==> src/rtl/count_match.sv <==
`default_nettype none
// ============================================================================
// Module      : count_match
// Description : Compare/interrupt stage for a free-running counter. Detects
//               the counter stepping onto a programmed compare value and
//               produces a one-cycle match pulse, a sticky irq, a sticky
//               overrun flag and a registered PWM level (count < compare).
//               The compare value is written into a shadow register through
//               a valid/ready port. It moves into the active register at the
//               next counter wrap, or at once while disarmed.
// Ports       : clk        - rising-edge clock
//               reset      - asynchronous active-high reset
//               count      - upstream counter value
//               arm        - enables match detection and PWM
//               cmp_valid  - compare write request
//               cmp_data   - compare write value
//               cmp_ready  - shadow register free (no transfer pending)
//               irq_ack    - clears irq and overrun
//               cmp_active - compare value currently in use
//               match      - one-cycle pulse per match event
//               irq        - sticky match flag
//               overrun    - sticky flag: match while irq still set
//               pwm        - registered PWM level
// Revision    : 1.0 - initial release
// ============================================================================
module count_match #(
    parameter int          N         = 32,
    parameter logic [N-1:0] CMP_RESET = {N{1'b1}}
) (
    input  logic         clk,
    input  logic         reset,
    input  logic [N-1:0] count,
    input  logic         arm,
    input  logic         cmp_valid,
    input  logic [N-1:0] cmp_data,
    output logic         cmp_ready,
    input  logic         irq_ack,
    output logic [N-1:0] cmp_active,
    output logic         match,
    output logic         irq,
    output logic         overrun,
    output logic         pwm
);

    logic [N-1:0] r_prev_count;
    logic [N-1:0] r_shadow;
    logic [N-1:0] r_cmp_active;
    logic         r_pending;
    logic         r_match;
    logic         r_irq;
    logic         r_overrun;
    logic         r_pwm;

    logic w_step;
    logic w_wrap;
    logic w_load;
    logic w_xfer;
    logic w_ev;

    // Only a change of count is an event, so a held value fires once.
    assign w_step = (count != r_prev_count);
    assign w_wrap = w_step && (count == '0);

    // Ready comes from the pending register, so a load and a transfer can
    // never coincide.
    assign w_load = cmp_valid && !r_pending;
    assign w_xfer = r_pending && (!arm || w_wrap);

    // Compare against the value in use before any transfer this cycle: a
    // value transferred at a wrap cannot match that same wrap.
    assign w_ev = arm && w_step && (count == r_cmp_active);

    always_ff @(posedge clk or posedge reset) begin
        if (reset) begin
            r_prev_count <= '0;
            r_shadow     <= '0;
            r_cmp_active <= CMP_RESET;
            r_pending    <= 1'b0;
            r_match      <= 1'b0;
            r_irq        <= 1'b0;
            r_overrun    <= 1'b0;
            r_pwm        <= 1'b0;
        end else begin
            r_prev_count <= count;

            if (w_load) begin
                r_shadow  <= cmp_data;
                r_pending <= 1'b1;
            end else if (w_xfer) begin
                r_cmp_active <= r_shadow;
                r_pending    <= 1'b0;
            end

            r_match <= w_ev;

            // A new event wins over a simultaneous acknowledge.
            if (w_ev) begin
                r_irq <= 1'b1;
            end else if (irq_ack) begin
                r_irq <= 1'b0;
            end

            if (w_ev && r_irq && !irq_ack) begin
                r_overrun <= 1'b1;
            end else if (irq_ack) begin
                r_overrun <= 1'b0;
            end

            r_pwm <= arm && (count < r_cmp_active);
        end
    end

    assign cmp_ready  = !r_pending;
    assign cmp_active = r_cmp_active;
    assign match      = r_match;
    assign irq        = r_irq;
    assign overrun    = r_overrun;
    assign pwm        = r_pwm;

endmodule
`default_nettype wire

==> config.mk <==
export PLATFORM = sky130hd
export DESIGN_NAME = count_match
export DESIGN_NICKNAME = d
export VERILOG_FILES = /design/src/rtl/count_match.sv
export SDC_FILE = /design/constraint.sdc
export NUM_CORES = 1
export LEC_CHECK = 0
export ABC_AREA = 1
export BUFFER_PORTS_ARGS = -buffer_cell sky130_fd_sc_hd__buf_2
export CAP_MARGIN = 10
export CORE_AREA = 3 3 134 136
export CTS_CLUSTER_SIZE = 30
export DETAILED_ROUTE_END_ITERATION = 6
export DIE_AREA = 0 0 137 139
export GPL_TIMING_DRIVEN = 0
export HOLD_SLACK_MARGIN = 0.02
export PLACE_DENSITY = 0.54
export SETUP_SLACK_MARGIN = 0.15
export SKIP_LAST_GASP = 1
export SLEW_MARGIN = 20
export SYNTH_ARGS = -nofsm -noshare
export SYNTH_HDL_FRONTEND = slang
export SYNTH_SLANG_ARGS = --single-unit
==> constraint.sdc <==
create_clock -name clk -period 4.6 [get_ports clk]
set_input_delay 0.92 -clock clk [delete_from_list [all_inputs] [get_ports clk]]
set_output_delay 0.92 -clock clk [all_outputs]
set_load 0.005 [all_outputs]
; Word level (Yosys, flattened, before mapping)
; Cells that the tools add are included.
[op_classes]
n_addsub = 0
n_mul = 0
n_div = 0
n_lt_le_gt_ge = 1
n_eq_ne = 2
n_shift = 0
n_mux = 5
bitwise_logic = 1
n_reduce_logical = 17
[ops]
columns = operator, count
row1 = 32-bit equality test, 1
row2 = 32-bit logical NOT, 1
row3 = 32-bit less-than comparator, 1
row4 = 32-bit inequality test, 1
row5 = 1-bit logical AND, 8
row6 = 2-bit nonzero test, 3
row7 = 1-bit two-way mux, 5
row8 = 1-bit logical NOT, 3
row9 = 2-bit AND reduction, 1
row10 = 1-bit logical OR, 1
row11 = 1-bit inverter, 1
[word_totals]
reg_bits = 101
latch_bits = 0
mem_bits_rw = 0
romBits = 0
input_bits = 69
output_inout_bits = 37
wordCells = 34
memories = 0

; Depth between registers and ports, before layout
[depth]
depth_word = 6
ltp_mapped = 14
mapped_depth_nobuf = 13

; Worst setup path after synthesis
; No wires, ideal clock.
[synth_path]
path_kind = input to register
start = input count[25]
end = register r_overrun, in the netlist overrun
setup_ns = 0.083
arrival_time_ns = 1.895
required_ns = 4.517
slack_ns = 2.622
path_stages = 8
path_buffers = 0
path_cell_list = ha_1 inv_1 nor3_1 nand2_1 nor2_1 and3_1 nand2_1 o21ai_0
[synth_via]
elab_chain_cells = 6
word_cells_on_any_way = 8
classes_between = 2 x eq/ne / 1 x mux / 5 x reduce/logical
[synth_rtl]
columns = item, line
row1 = from (decl), 32  ; input logic [N-1:0] count,
row2 = 32-bit inequality test, 61  ; assign w_step = (count != r_prev_count);
row3 = 1-bit logical AND, 71  ; assign w_ev = arm && w_step && (count == r_cmp_active);
row4 = 1-bit logical AND (*), 71
row5 = 1-bit logical AND (*) (2 in series), 103  ; if (w_ev && r_irq && !irq_ack) begin
row6 = 1-bit two-way mux / 2-bit nonzero test (equally long branches), n/a
row7 = to (signal assigned), 81  ; r_overrun <= 1'b0;
row8 = to (signal assigned), 104  ; r_overrun <= 1'b1;
row9 = to (signal assigned), 106  ; r_overrun <= 1'b0;
row10 = to (decl), 51  ; logic r_overrun;
; Every way passes the cells marked *; elsewhere a longest branch is shown, timed or not.
; A chain may end at the register's enable or synchronous reset.

; Worst setup path after layout
[layout_path]
start = input count[23]
end = register r_overrun, in the netlist overrun
; The elaborated chain is that of the path after synthesis.

==> summary.md <==
| Metric | Value |
|---|---|
| Status | `completed` |
| Cell types with the largest area share after synthesis | `sky130_fd_sc_hd__dfrtp_1, sky130_fd_sc_hd__dfstp_2, sky130_fd_sc_hd__ha_1, sky130_fd_sc_hd__nand2_2, sky130_fd_sc_hd__mux2_2` |
| Data arrival, critical path | `2.32 ns` |
| Gr usage total | `0.1320` |
| Critical path start-end classification | `in -> reg` |
| Seq/Total Area, Yosys | `0.5073` |
| Initial DRT Pass Iterations | `4` |
| Simple-Gate Fraction of Synth Area | `0.2101` |
| Crit path setup slack, layout | `2.542 ns` |
| H-tree Lvls | `3` |
| Root Buffer Master | `sky130_fd_sc_hd__clkbuf_16` |
| Min-delay worst type | `reg -> reg` |
| Endpoint of the most critical setup path | `overrun$_DFFE_PP0P_` |
| Number of instances in the placed design | `829` |
| Die height | `139 um` |
| Highest clock frequency the design can meet | `486.0 MHz` |
| Post-synthesis cell count | `498` |
| Vias post-DR | `3612` |
| Switching portion of total power | `0.2966` |
| Gpl congestion | `0.7613` |
| Cell taking the most area after synthesis | `sky130_fd_sc_hd__dfrtp_1` |
| Number of routed nets with antenna violations | `0` |
| Final max-slew violation count | `0` |
| Switching component of the power | `0.0008568 W` |
| Starting DRC count in detailed routing | `129` |
| Initial cell density of the core | `0.2967` |
| Maximum number of pins on one net before global-route repair | `70` |
| Number of global-route vias before repair | `3933` |
| Floorplan die area | `0.01904 sq mm` |
| Launching element type of the critical path | `primary input` |
| Layout Skew | `0.007190 ns` |
| TritonCTS Sinks | `101` |
| Share of total power in sequential cells | `0.444` |
| Pre-CTS setup slack | `2.173 ns` |
| Number of buffers created by CTS | `9` |
| Port buffer count | `105` |
| Worst EP required | `4.87 ns` |
| Number of buffers between clock root and the deepest sink | `2` |
| Peak fanout along the critical path | `4` |
| Core area | `0.01706 sq mm` |
| Post-CTS Resized | `0` |
| Peak supply drop | `0.0001704 V` |
| Part of the cycle the worst path needs | `0.4473` |
| DP HPWL | `9559 um` |
| Slack of the worst reg-to-reg path | `2.67 ns` |
| Main combinational cell family by area after synthesis | `simple AND/OR/NAND/NOR gates` |
| RSZ-0062 raised after global routing | `no` |
| Commonest non-fill, non-tap cells in the layout | `sky130_fd_sc_hd__buf_2, sky130_fd_sc_hd__nand2_1, sky130_fd_sc_hd__dfrtp_1, sky130_fd_sc_hd__nand2_2, sky130_fd_sc_hd__inv_1` |
| Final worst path period need | `2.058 ns` |
| Reg-to-Reg Start | `cmp_active[23]$_DFFE_PP1P_` |
| Layout net count | `716` |
| Total wirelength of the detailed-routed design | `11930 um` |
| Leakage power of the design | `3.028 nW` |
| Final count of negative-setup-slack endpoints | `0` |
| Relative max-transition margin | `0.6692` |
| Share of post-route cells with drive strength above 1 | `0.4258` |
| Number of setup buffers added after CTS | `0` |
| Post-synthesis adder-cell area fraction | `0.07911` |
| Vias per Instance | `4.270` |
| Portion of synthesized cell area occupied by the leading cell type | `0.3412` |
| Most common cell after layout, fill and taps aside | `sky130_fd_sc_hd__buf_2` |
| Post-route DRC | `0` |
| Total standard cell area after synthesis | `0.005061 sq mm` |
| CTS clk-pin slew, worst paths | `0.07 ns` |
| Syn. warnings | `0` |
| Initial antenna violation count | `1` |
| Clock network fraction of total power | `0.301` |
| Average footprint of a synthesized cell | `10.16 sq um` |
| Count of filler cells inserted in the layout | `1779` |
| XOR/XNOR Fraction of Synth Area | `0.03980` |
| Number of hold-repair buffers added at the cts stage | `0` |
| Cell Int Power | `0.002031 W` |
| Aggregate global routing overflow | `0` |
| Wire length per cell after detailed routing | `14.10 um` |
| TritonCTS clock tree | `built` |
| Post-layout instance count excluding filler cells | `846` |
| R2R Path End | `overrun$_DFFE_PP0P_` |
| Die width | `137 um` |
| Total power | `0.002888 W` |
| Site row count | `48` |
| I/O pin count | `106` |
| Number of hold-slack violations in the final timing report | `0` |
| Relative contribution of combinational cells to total power | `0.255` |
| Power density over the cells | `462.5 mW/mm^2` |
| Post-Route Hold Slack | `0.4727 ns` |
| Share of synthesized area spent on multiplexers | `0.07120` |
| Maxcap violations | `0` |
| Netlist cell types | `27` |
| First-pass GRT wire length | `19620 um` |
| Critical Path End Type | `flip-flop` |
| Synth Area in Compound Gates | `0.02719` |
| Clk Latency, worst-skew pair | `0.35 ns` |
| Worst Max-Slew Pin Slew | `0.4962 ns` |
| Syn Nets | `599` |
| Synthesized flop and latch total | `101` |
| Synthesis-to-finish area growth | `23.39%` |
| Origin of the worst setup path | `count[23]` |
| Register-to-Register Path Depth | `9` |
-- cell usage after synthesis --
cell	count
sky130_fd_sc_hd__nor3_1	4
sky130_fd_sc_hd__dfstp_2	32
sky130_fd_sc_hd__buf_2	3
sky130_fd_sc_hd__buf_12	3
sky130_fd_sc_hd__xnor2_1	23
sky130_fd_sc_hd__nor2_1	25
sky130_fd_sc_hd__nand2_8	1
sky130_fd_sc_hd__nand2_4	1
sky130_fd_sc_hd__nand2_2	61
sky130_fd_sc_hd__a211oi_1	1
sky130_fd_sc_hd__inv_2	5
sky130_fd_sc_hd__and3_1	1
sky130_fd_sc_hd__nand4_1	5
sky130_fd_sc_hd__buf_4	4
sky130_fd_sc_hd__clkbuf_1	3
sky130_fd_sc_hd__ha_1	32
sky130_fd_sc_hd__inv_1	52
sky130_fd_sc_hd__nand2_1	74
sky130_fd_sc_hd__dfrtp_1	69
sky130_fd_sc_hd__nand3_1	35
sky130_fd_sc_hd__nor2_2	1
sky130_fd_sc_hd__o21a_1	2
sky130_fd_sc_hd__o21ai_0	8
sky130_fd_sc_hd__mux2_2	32
sky130_fd_sc_hd__nor4_1	4
sky130_fd_sc_hd__a21oi_1	15
sky130_fd_sc_hd__nand3b_1	2
-- worst max-delay path, stage by stage --
cell and delay (ns):
sky130_fd_sc_hd__buf_2 0.13, sky130_fd_sc_hd__ha_1 0.30, sky130_fd_sc_hd__nand2_1 0.07, sky130_fd_sc_hd__nor2_1 0.18, sky130_fd_sc_hd__nand4_1 0.12, sky130_fd_sc_hd__nor2_1 0.19
sky130_fd_sc_hd__and3_1 0.18, sky130_fd_sc_hd__nand2_1 0.09, sky130_fd_sc_hd__o21ai_0 0.14
-- metal layers --
metal  track usage  up-vias  part of all wire
met2        0.2164       67              0.48
met3       0.02467       15             0.036
li1              -     1832                 -
met1        0.1695     1698              0.46
met5             0        -                 0
met4       0.05620        0             0.021
-- worst min-delay path by stage --
stage               cells after the start  slack, ns                        from                         end
finish                                  2       0.47   cmp_active[7]$_DFFE_PP1P_   cmp_active[7]$_DFFE_PP1P_
global route                            2       0.49   cmp_active[2]$_DFFE_PP1P_   cmp_active[2]$_DFFE_PP1P_
CTS                                     2       0.48  cmp_active[23]$_DFFE_PP1P_  cmp_active[23]$_DFFE_PP1P_
detailed placement                      2       0.47  cmp_active[23]$_DFFE_PP1P_  cmp_active[23]$_DFFE_PP1P_
global placement                        2       0.46   cmp_active[4]$_DFFE_PP1P_   cmp_active[4]$_DFFE_PP1P_
floorplan                               2       0.46  cmp_active[31]$_DFFE_PP1P_  cmp_active[31]$_DFFE_PP1P_
-- kinds of logic after synthesis --
kind of cell               Yosys count
DFF                                101
muxes                               32
adders and majority gates           32
buffers and inverters               70
and+or+nand+nor                    214
AOI/OAI and AO/OA                   26
xor gates and xnor gates            23
-- sequential cells by signal, summed over array words and instances (netlist names) --
register and cells:
cmp_active 32, r_prev_count 32, r_shadow 32, irq 1, match 1, overrun 1
pwm 1, r_pending 1
-- power by group through the flow --
stage               registers [W]  clock network (W)  logic, W
finish                    0.00128           0.000870  0.000736
global route              0.00131           0.000934  0.000853
detailed placement        0.00130                  0  0.000750
CTS                       0.00129           0.000901  0.000754
floorplan                 0.00126                  0  0.000483
global placement          0.00130                  0  0.000714
-- metrics by stage --
step / TNS, ns / instance area, sq um / util
after global routing: 0 / 6245 / 0.3661
final: 0 / 6245 / 0.3661
after detailed placement: 0 / 5901 / 0.3460
after CTS: 0 / 6242 / 0.3660
after global placement: -7.098 / 5868 / 0.3440
after floorplan: 0 / 5061 / -
-- cell type report --
class	count	area (sq um)	share of cell area
Antenna cell	1	2.502	0.0004007
Buffer	13	116.4	0.01863
Clock buffer	12	246.5	0.03947
Clock inverter	4	95.09	0.01523
Inverter	57	219.0	0.03506
Multi-Input combinational cell	327	2163	0.3464
Sequential cell	101	2567	0.4111
Tap cell	225	281.5	0.04508
Timing Repair Buffer	106	553.0	0.08856
Power figures use the tool's default switching activity.
